File: config.mk
export PLATFORM = sky130hd
export DESIGN_NAME = fft_frame_streamer
export DESIGN_NICKNAME = d
export VERILOG_FILES = /design/src/rtl/fft_stream_pkg.sv /design/src/rtl/stream_skid_fifo.sv /design/src/rtl/fft_frame_streamer.sv
export SDC_FILE = /design/constraint.sdc
export NUM_CORES = 1
export LEC_CHECK = 0
export CAP_MARGIN = 20
export CORE_ASPECT_RATIO = 0.5
export CORE_MARGIN = 4
export CORE_UTILIZATION = 60
export CTS_CLUSTER_DIAMETER = 30
export DETAILED_ROUTE_END_ITERATION = 10
export PLACE_DENSITY = 0.85
export SLEW_MARGIN = 40
export SYNTH_ARGS = -nofsm -noshare
export SYNTH_HDL_FRONTEND = slang
export SYNTH_SLANG_ARGS = --single-unit
File: constraint.sdc
create_clock -name clk -period 4 [get_ports clk]
set_input_delay 0.8 -clock clk [delete_from_list [all_inputs] [get_ports clk]]
set_output_delay 0.8 -clock clk [all_outputs]
set_load 0.05 [all_outputs]
File: src/rtl/fft_stream_pkg.sv
// Shared types and constants for the FFT frame streamer and its output FIFO.
package fft_stream_pkg;

    // Read-side sequencer states.
    typedef enum logic [1:0] {
        IDLE  = 2'd0,
        RUN   = 2'd1,
        DRAIN = 2'd2
    } state_t;

    // Three entries cover the two-deep ROM pipeline plus one word parked
    // at the output, which is what keeps full throughput under tready=1.
    localparam int FIFO_DEPTH = 3;
    localparam int OCC_W      = 2;

    typedef logic [OCC_W-1:0] occ_t;

    // Circular pointer advance over FIFO_DEPTH entries.
    function automatic occ_t ptr_next(input occ_t p);
        return (p == occ_t'(FIFO_DEPTH - 1)) ? '0 : p + occ_t'(1);
    endfunction

endpackage

File: src/rtl/stream_skid_fifo.sv
// Three-entry register FIFO between the ROM read pipeline and the AXI-style
// output. The head entry drives the stream outputs directly from registers,
// so data stays stable while the consumer stalls.
module stream_skid_fifo
    import fft_stream_pkg::*;
#(
    parameter int WIDTH = 17
) (
    input  logic             clk,
    input  logic             rst,
    input  logic             push_i,
    input  logic [WIDTH-1:0] push_data_i,
    input  logic             pop_i,
    output logic [WIDTH-1:0] pop_data_o,
    output occ_t             occ_o,
    output logic             empty_o
);

    logic [WIDTH-1:0] mem_q [FIFO_DEPTH];
    occ_t             rd_ptr_q;
    occ_t             wr_ptr_q;
    occ_t             occ_q;
    occ_t             occ_d;
    logic             do_push;
    logic             do_pop;

    // Qualify push/pop; a push into a full FIFO is only legal alongside a pop.
    always_comb begin
        do_pop  = pop_i && (occ_q != '0);
        do_push = push_i && ((occ_q != occ_t'(FIFO_DEPTH)) || do_pop);
        occ_d   = occ_q;
        case ({do_push, do_pop})
            2'b10:   occ_d = occ_q + occ_t'(1);
            2'b01:   occ_d = occ_q - occ_t'(1);
            default: occ_d = occ_q;
        endcase
    end

    // Storage write at the write pointer; cleared on reset so outputs read 0.
    always_ff @(posedge clk or posedge rst) begin
        if (rst) begin
            for (int i = 0; i < FIFO_DEPTH; i++) begin
                mem_q[i] <= '0;
            end
        end else if (do_push) begin
            for (int i = 0; i < FIFO_DEPTH; i++) begin
                if (wr_ptr_q == occ_t'(i)) begin
                    mem_q[i] <= push_data_i;
                end
            end
        end
    end

    // Pointer and occupancy bookkeeping.
    always_ff @(posedge clk or posedge rst) begin
        if (rst) begin
            rd_ptr_q <= '0;
            wr_ptr_q <= '0;
            occ_q    <= '0;
        end else begin
            if (do_push) begin
                wr_ptr_q <= ptr_next(wr_ptr_q);
            end
            if (do_pop) begin
                rd_ptr_q <= ptr_next(rd_ptr_q);
            end
            occ_q <= occ_d;
        end
    end

    // Head-of-queue read mux.
    always_comb begin
        pop_data_o = mem_q[0];
        for (int i = 1; i < FIFO_DEPTH; i++) begin
            if (rd_ptr_q == occ_t'(i)) begin
                pop_data_o = mem_q[i];
            end
        end
    end

    assign occ_o   = occ_q;
    assign empty_o = (occ_q == '0);

endmodule

File: src/rtl/fft_frame_streamer.sv
// Streams frames of samples from a synchronous ROM into a valid/ready
// interface. The read side issues ROM reads only while the FIFO plus the
// one in-flight read has room, so backpressure never loses a sample and
// the issue decision never depends on m_tready.
module fft_frame_streamer
    import fft_stream_pkg::*;
#(
    parameter int ADDR_WIDTH = 10,
    parameter int DATA_WIDTH = 16,
    parameter int FRAME_LEN  = 1024
) (
    input  logic                  clk,
    input  logic                  rst,
    input  logic                  start,
    input  logic                  loop,
    output logic                  busy,
    output logic                  done,
    output logic                  frame_done,
    output logic [ADDR_WIDTH-1:0] mem_addr,
    output logic                  mem_clk_en,
    input  logic [DATA_WIDTH-1:0] mem_rd_data,
    output logic [DATA_WIDTH-1:0] m_tdata,
    output logic                  m_tvalid,
    input  logic                  m_tready,
    output logic                  m_tlast
);

    localparam logic [ADDR_WIDTH-1:0] LAST_IDX = ADDR_WIDTH'(FRAME_LEN - 1);

    state_t                state_q;
    logic [ADDR_WIDTH-1:0] mem_addr_q;
    logic                  busy_q;
    logic                  inflight_q;
    logic                  run_end_q;
    logic [ADDR_WIDTH-1:0] idx_q;
    logic [ADDR_WIDTH-1:0] idx_d;
    logic                  done_q;
    logic                  frame_done_q;

    logic                  issue;
    logic                  last_read;
    logic                  handshake;
    logic                  tlast_w;
    logic [DATA_WIDTH:0]   head;
    logic                  head_end;
    occ_t                  occ;
    logic                  empty;

    // The FIFO carries one extra bit alongside each sample: set only on the
    // final word of a run (last read issued with loop low), so the drain
    // logic knows which tlast ends the run versus an intermediate frame.
    stream_skid_fifo #(
        .WIDTH(DATA_WIDTH + 1)
    ) u_fifo (
        .clk        (clk),
        .rst        (rst),
        .push_i     (inflight_q),
        .push_data_i({run_end_q, mem_rd_data}),
        .pop_i      (handshake),
        .pop_data_o (head),
        .occ_o      (occ),
        .empty_o    (empty)
    );

    // Issue and handshake decode; issue looks only at registered state.
    always_comb begin
        issue     = (state_q == RUN) &&
                    (({1'b0, occ} + {2'b0, inflight_q}) < 3'(FIFO_DEPTH));
        last_read = (mem_addr_q == LAST_IDX);
        head_end  = head[DATA_WIDTH];
        handshake = !empty && m_tready;
        tlast_w   = !empty && (idx_q == LAST_IDX);
        idx_d     = idx_q;
        if (handshake) begin
            idx_d = tlast_w ? '0 : idx_q + ADDR_WIDTH'(1);
        end
    end

    // Sequencer: launch, address generation with frame wrap, and drain.
    always_ff @(posedge clk or posedge rst) begin
        if (rst) begin
            state_q    <= IDLE;
            mem_addr_q <= '0;
            busy_q     <= 1'b0;
        end else begin
            case (state_q)
                IDLE: begin
                    if (start) begin
                        state_q    <= RUN;
                        mem_addr_q <= '0;
                        busy_q     <= 1'b1;
                    end
                end
                RUN: begin
                    if (issue) begin
                        mem_addr_q <= last_read ? '0 : mem_addr_q + ADDR_WIDTH'(1);
                        if (last_read && !loop) begin
                            state_q <= DRAIN;
                        end
                    end
                end
                DRAIN: begin
                    // The end-tagged word is the last one pushed, so when it
                    // hands off nothing is in flight and the FIFO empties.
                    if (handshake && head_end && !inflight_q && (occ == occ_t'(1))) begin
                        state_q <= IDLE;
                        busy_q  <= 1'b0;
                    end
                end
                default: begin
                    state_q <= IDLE;
                end
            endcase
        end
    end

    // ROM pipeline tracking, output word index and completion pulses.
    always_ff @(posedge clk or posedge rst) begin
        if (rst) begin
            inflight_q   <= 1'b0;
            run_end_q    <= 1'b0;
            idx_q        <= '0;
            done_q       <= 1'b0;
            frame_done_q <= 1'b0;
        end else begin
            inflight_q   <= issue;
            run_end_q    <= issue && last_read && !loop;
            idx_q        <= idx_d;
            done_q       <= handshake && head_end;
            frame_done_q <= handshake && tlast_w;
        end
    end

    assign busy       = busy_q;
    assign done       = done_q;
    assign frame_done = frame_done_q;
    assign mem_addr   = mem_addr_q;
    assign mem_clk_en = issue;
    assign m_tdata    = head[DATA_WIDTH-1:0];
    assign m_tvalid   = !empty;
    assign m_tlast    = tlast_w;

endmodule
[After elaboration in Yosys (flattened, before gate mapping)]
Index checks and enable logic that the tools add are counted.
W data, S select, Z words.
Storage, ports and cells
  input port bits: 21
  register bits: 84
  logic and storage cells: 85
  latch bits: 0
  output and inout bits: 32
  bits in writable memories: 0
  bits in read-only memories: 0
  memories: 0
Cells by class
  eq/ne operators: 16
  divide/modulo/power cells: 0
  mux-type cells: 18
  shift operators: 0
  reductions and logical operators: 29
  $lt $le $gt $ge: 1
  add/subtract/negate cells: 7
  $mul: 0
  bitwise logic cells: 0
Operators with widths (count)
  $mux W10: 4
  $mux W17: 2
  $add A10 B1 Y10 const B: 2
  $eq A10 B10 Y1 const B: 2
  $pmux W10 S2: 1
  $logic_and A1 B1 Y1: 12
  $mux W2: 6
  $eq A2 B1 Y1 const B: 5
  $eq A2 B2 Y1 const B: 4
  $ne A2 B2 Y1 const B: 4
  $reduce_bool A2 Y1: 4
  $add A2 B1 Y2 const B: 3
  $logic_not A2 Y1: 3
  $pmux W2 S3: 1
  $reduce_and A2 Y1: 3
  $reduce_and A3 Y1: 2
  $pmux W2 S2: 1
  $reduce_and A4 Y1: 1
  $add A2 B1 Y3: 1
  $logic_not A1 Y1: 3
  $lt A3 B2 Y1 const B: 1
  $mux W1: 2
  $ne A2 B1 Y1 const B: 1
  $pmux W1 S2: 1
  other kinds (2): 2

[Longest topological paths before layout]
  depth in word-level cells: 8
  mapped depth: 8
  mapped depth without buffers: 6

[Hierarchy]
Synthesis repeated with hierarchy kept, for this count alone.
Second synthesis, totals
  cell total of the unflattened synthesis: 340
  area total of the unflattened synthesis: 3952.5 µm²
Modules (own cells, without submodules)
  stream_skid_fifo: cells an instance 200, area each 2512.4 µm², instances 1, seq. area each 1426.4 µm²
  fft_frame_streamer: cells an instance 140, area each 1440.1 µm², instances 1, seq. area each 675.6 µm²

[Worst setup path before layout]
Ideal clock, no wire load.
  path type: flip-flop to output port
  from: register u_fifo.occ_q[0], in the netlist u_fifo.occ_o[0]
  to: output m_tlast
  cell stages (with the launch flop): 4
  slack: 1.337 ns
  buffers on the path: 0
  required time: 3.200 ns
  data arrival time: 1.863 ns
  cell sequence: dfrtp_1 inv_1 ha_1 nor3_1
Between the ends
  cells in the longest elaborated chain, start to end: 3
RTL lines
  start: declaration: line stream_skid_fifo.sv:22  | occ_t occ_q;
  start signal: assignment: line stream_skid_fifo.sv:59  | occ_q <= '0;
  start signal: assignment: line stream_skid_fifo.sv:67  | occ_q <= occ_d;
  $logic_not A2 Y1: line stream_skid_fifo.sv:82  | assign empty_o = (occ_q == '0);
  $logic_not A1 Y1: line fft_frame_streamer.sv:72  | tlast_w = !empty && (idx_q == LAST_IDX);
  $logic_and A1 B1 Y1: line fft_frame_streamer.sv:72
  end: declaration: line fft_frame_streamer.sv:25  | output logic m_tlast
No other way between the ends.

[Worst setup path after layout]
  from: register inflight_q
  to: output mem_clk_en
Between the ends
  cells in the longest elaborated chain, start to end: 3
RTL lines
  start: declaration: line fft_frame_streamer.sv:33  | logic inflight_q;
  start signal: assignment: line fft_frame_streamer.sv:126  | inflight_q <= issue;
  $add A2 B1 Y3: line fft_frame_streamer.sv:68  | (({1'b0, occ} + {2'b0, inflight_q}) < 3'(FIFO_DEPTH));
  $lt A3 B2 Y1: line fft_frame_streamer.sv:68
  $logic_and A1 B1 Y1: line fft_frame_streamer.sv:67  | issue = (state_q == RUN) &&
  end: declaration: line fft_frame_streamer.sv:20  | output logic mem_clk_en,
No other way between the ends.

==> reports/results.ini <==
[timing]
min_period_ps=3340
setup_tns_ps=0
rsz0062_at_grt=no
worst_slew_pin_slew_ps=639
fmax_mhz=299
period_share_pct=83.6
relSlewSlack_pct=57.1
holdWs_ps=473
hold_violations=0
maxSlewViolCount=0
fin_skew_ps=6.06
setup_viol_count_final=0

[drt]
drt_iter0_drc=161
ant_nets=0
drt_pass1_iterations=4
dr_total_vias=2969
drcViolationCount=0
wirelength_mm=8.40
wire_per_inst_um=16.5
drt-vias-per-instance=5.84

[grt]
grt-ovfl-total=0
grt_pass1_vias=2938
grt_pass1_wl_mm=14.2
grt_max_degree=66
grt_antenna_before_repair=0
gr-usage-all-layers_pct=21.2

[clock_network]
cts.sinks=84
ctsResizeCount=0
cts_tree=built
clock_latency_ps=330
clockRootBuffer=clkbuf_16
holdBufCountCts=0
cts_buffer_depth=2
h-tree-depth=3
clk_pin_slew_ps=60
cts_setup_buffers=0
cts_buffers=9

[power]
power.density_nw_per_um2=962
p_total_mw=4.91
vdd_drop_max_v=0.000530
p_leak_nw=2.13

[critical_path]
r2r_setup_slack_ps=1750
critPathBufInv=1
cp-end-kind=output port
path_cells=ha_1 > ha_1 > nand2_1 > and4b_1 > clkdlybuf4s50_1
crit_slowest_cell=clkdlybuf4s50_1
reg2reg_from=inflight_q
cp_common_cell=ha_1
cp_max_fo=5
critPathKind=reg2out
cp.arrival_ps=2540
cp-start-kind=flop
ff2ff_path_depth=7
slowest_delay_ps=840
worstPathRequired_ps=3200
r2r_end=mem_addr[9]
crit_family=buffers and inverters

[placement]
place_congestion=0.893
port_buffers=52
hpwl_mm=5.67
dpl.cell_count=492

[yosys]
synth_fp_nets=391
synth-seq-area-share_pct=49.2
synth_commonest_cells=dfrtp_1, mux2_2, a21oi_1
synth_fa_ha_area_share_pct=2.05
ys_types=50
yosysMostFrequentCell=dfrtp_1
synth_top_family_by_area=multiplexers
async_reset_ff_share_pct=100
synth_compound_area_share_pct=10.7
netlist_area_um2=4270
synth_top_area_cell=dfrtp_1
syn_area_per_cell_um2=11.8
synth_simple_gate_area_share_pct=13.6
muxShareOfSynthArea_pct=19.2
yosys_warnings=0
synth_seq_cells=84
postSynthCellCount=363
synth.area.top_cells=dfrtp_1, mux2_2, mux2i_1
synth_xor_area_share_pct=1.64
synth-main-ff-cell=dfrtp_1
synth_edf_count=0
yosysTopAreaCellShare_pct=49.2

[floorplan]
fp.dieH_um=67.7
dieArea_um2=8620
fp-row-count=21
chipWidth_um=127
io_pins=53
core_area_um2=6810
start_util_pct=62.8

[final_layout]
diodes=0
nets=439
drive_above_1_share_pct=20.2
fin_cells=508
nFillCells=451
final_util_pct=75.0
syn_to_final_growth_pct=19.5

[min_path]
whs_endpoint=idx_q[8]
hp-class=reg2reg
holdPathStages=1
hold_start=idx_q[8]

[run]
maxCapViolations=0

[status]
outcome=complete, no violations

==> layer usage <==
metal / track usage [%] / wire, µm
met1: 27.1 / 3850
met2: 35.0 / 4070
met3: 6.56 / 400
met4: 7.09 / 85
met5: 0 / 0
==> registers in the layout, indices dropped and copies added (netlist names) <==
name	flops
u_fifo.wr_ptr_q	2
busy	1
state_q	2
idx_q	10
u_fifo.rd_ptr_q	2
mem_addr	10
done	1
frame_done	1
inflight_q	1
u_fifo.occ_o	2
run_end_q	1
u_fifo.mem_q	51
==> worst max-delay path by stage <==
stage,cells past startpoint,slack (ps),startpoint,endpoint
4_1_cts,5,630,inflight_q,mem_clk_en
6_report,5,660,inflight_q,mem_clk_en
3_3_place_gp,3,1010,u_fifo.rd_ptr_q[1],m_tdata[5]
2_1_floorplan,1,1030,rst,busy
3_5_place_dp,5,1010,inflight_q,mem_clk_en
5_1_grt,5,530,inflight_q,mem_clk_en
==> cell families (layout without fill, tap and decap cells) <==
group           Yosys count  after routing
buf+inv                  29             82
flops                    84             84
fa+ha+maj                 7              7
xor+xnor                  8              8
simple gates             94             94
compound gates           69             69
mux                      72             72
==> power by group <==
group          switching, mW  internal (mW)
Clock                  0.316          0.435
Combinational           1.45           1.11
Sequential             0.393           1.21
==> final cells by class <==
class                      count  area (µm²)  share of cell area [%]
clock buffer                  12         246                    4.83
clock inverter                 4        25.0                   0.490
inverter                       9        38.8                   0.760
multi-input combinational    250        2020                    39.5
sequential                    84        2110                    41.2
tap                           92         115                    2.25
timing repair buffer          57         558                    10.9
==> stage by stage <==
stage / setup WS, ps / cell area, µm²
5_1_grt: 534 / 5110
2_1_floorplan: 1030 / 4270
3_5_place_dp: 1010 / 4830
6_report: 656 / 5110
3_3_place_gp: 1010 / 4830
4_1_cts: 630 / 5110
==> layout by cell type (no fill, tap or decap), drive strengths merged, types with 11 or more instances in the layout <==
master	n
mux2i	20
a21oi	23
clkdlybuf4s50	52
nand2	20
a211oi	19
dfrtp	84
clkbuf	12
nor2b	19
mux2	52
o21ai	11
Power figures use the tool's default switching activity.
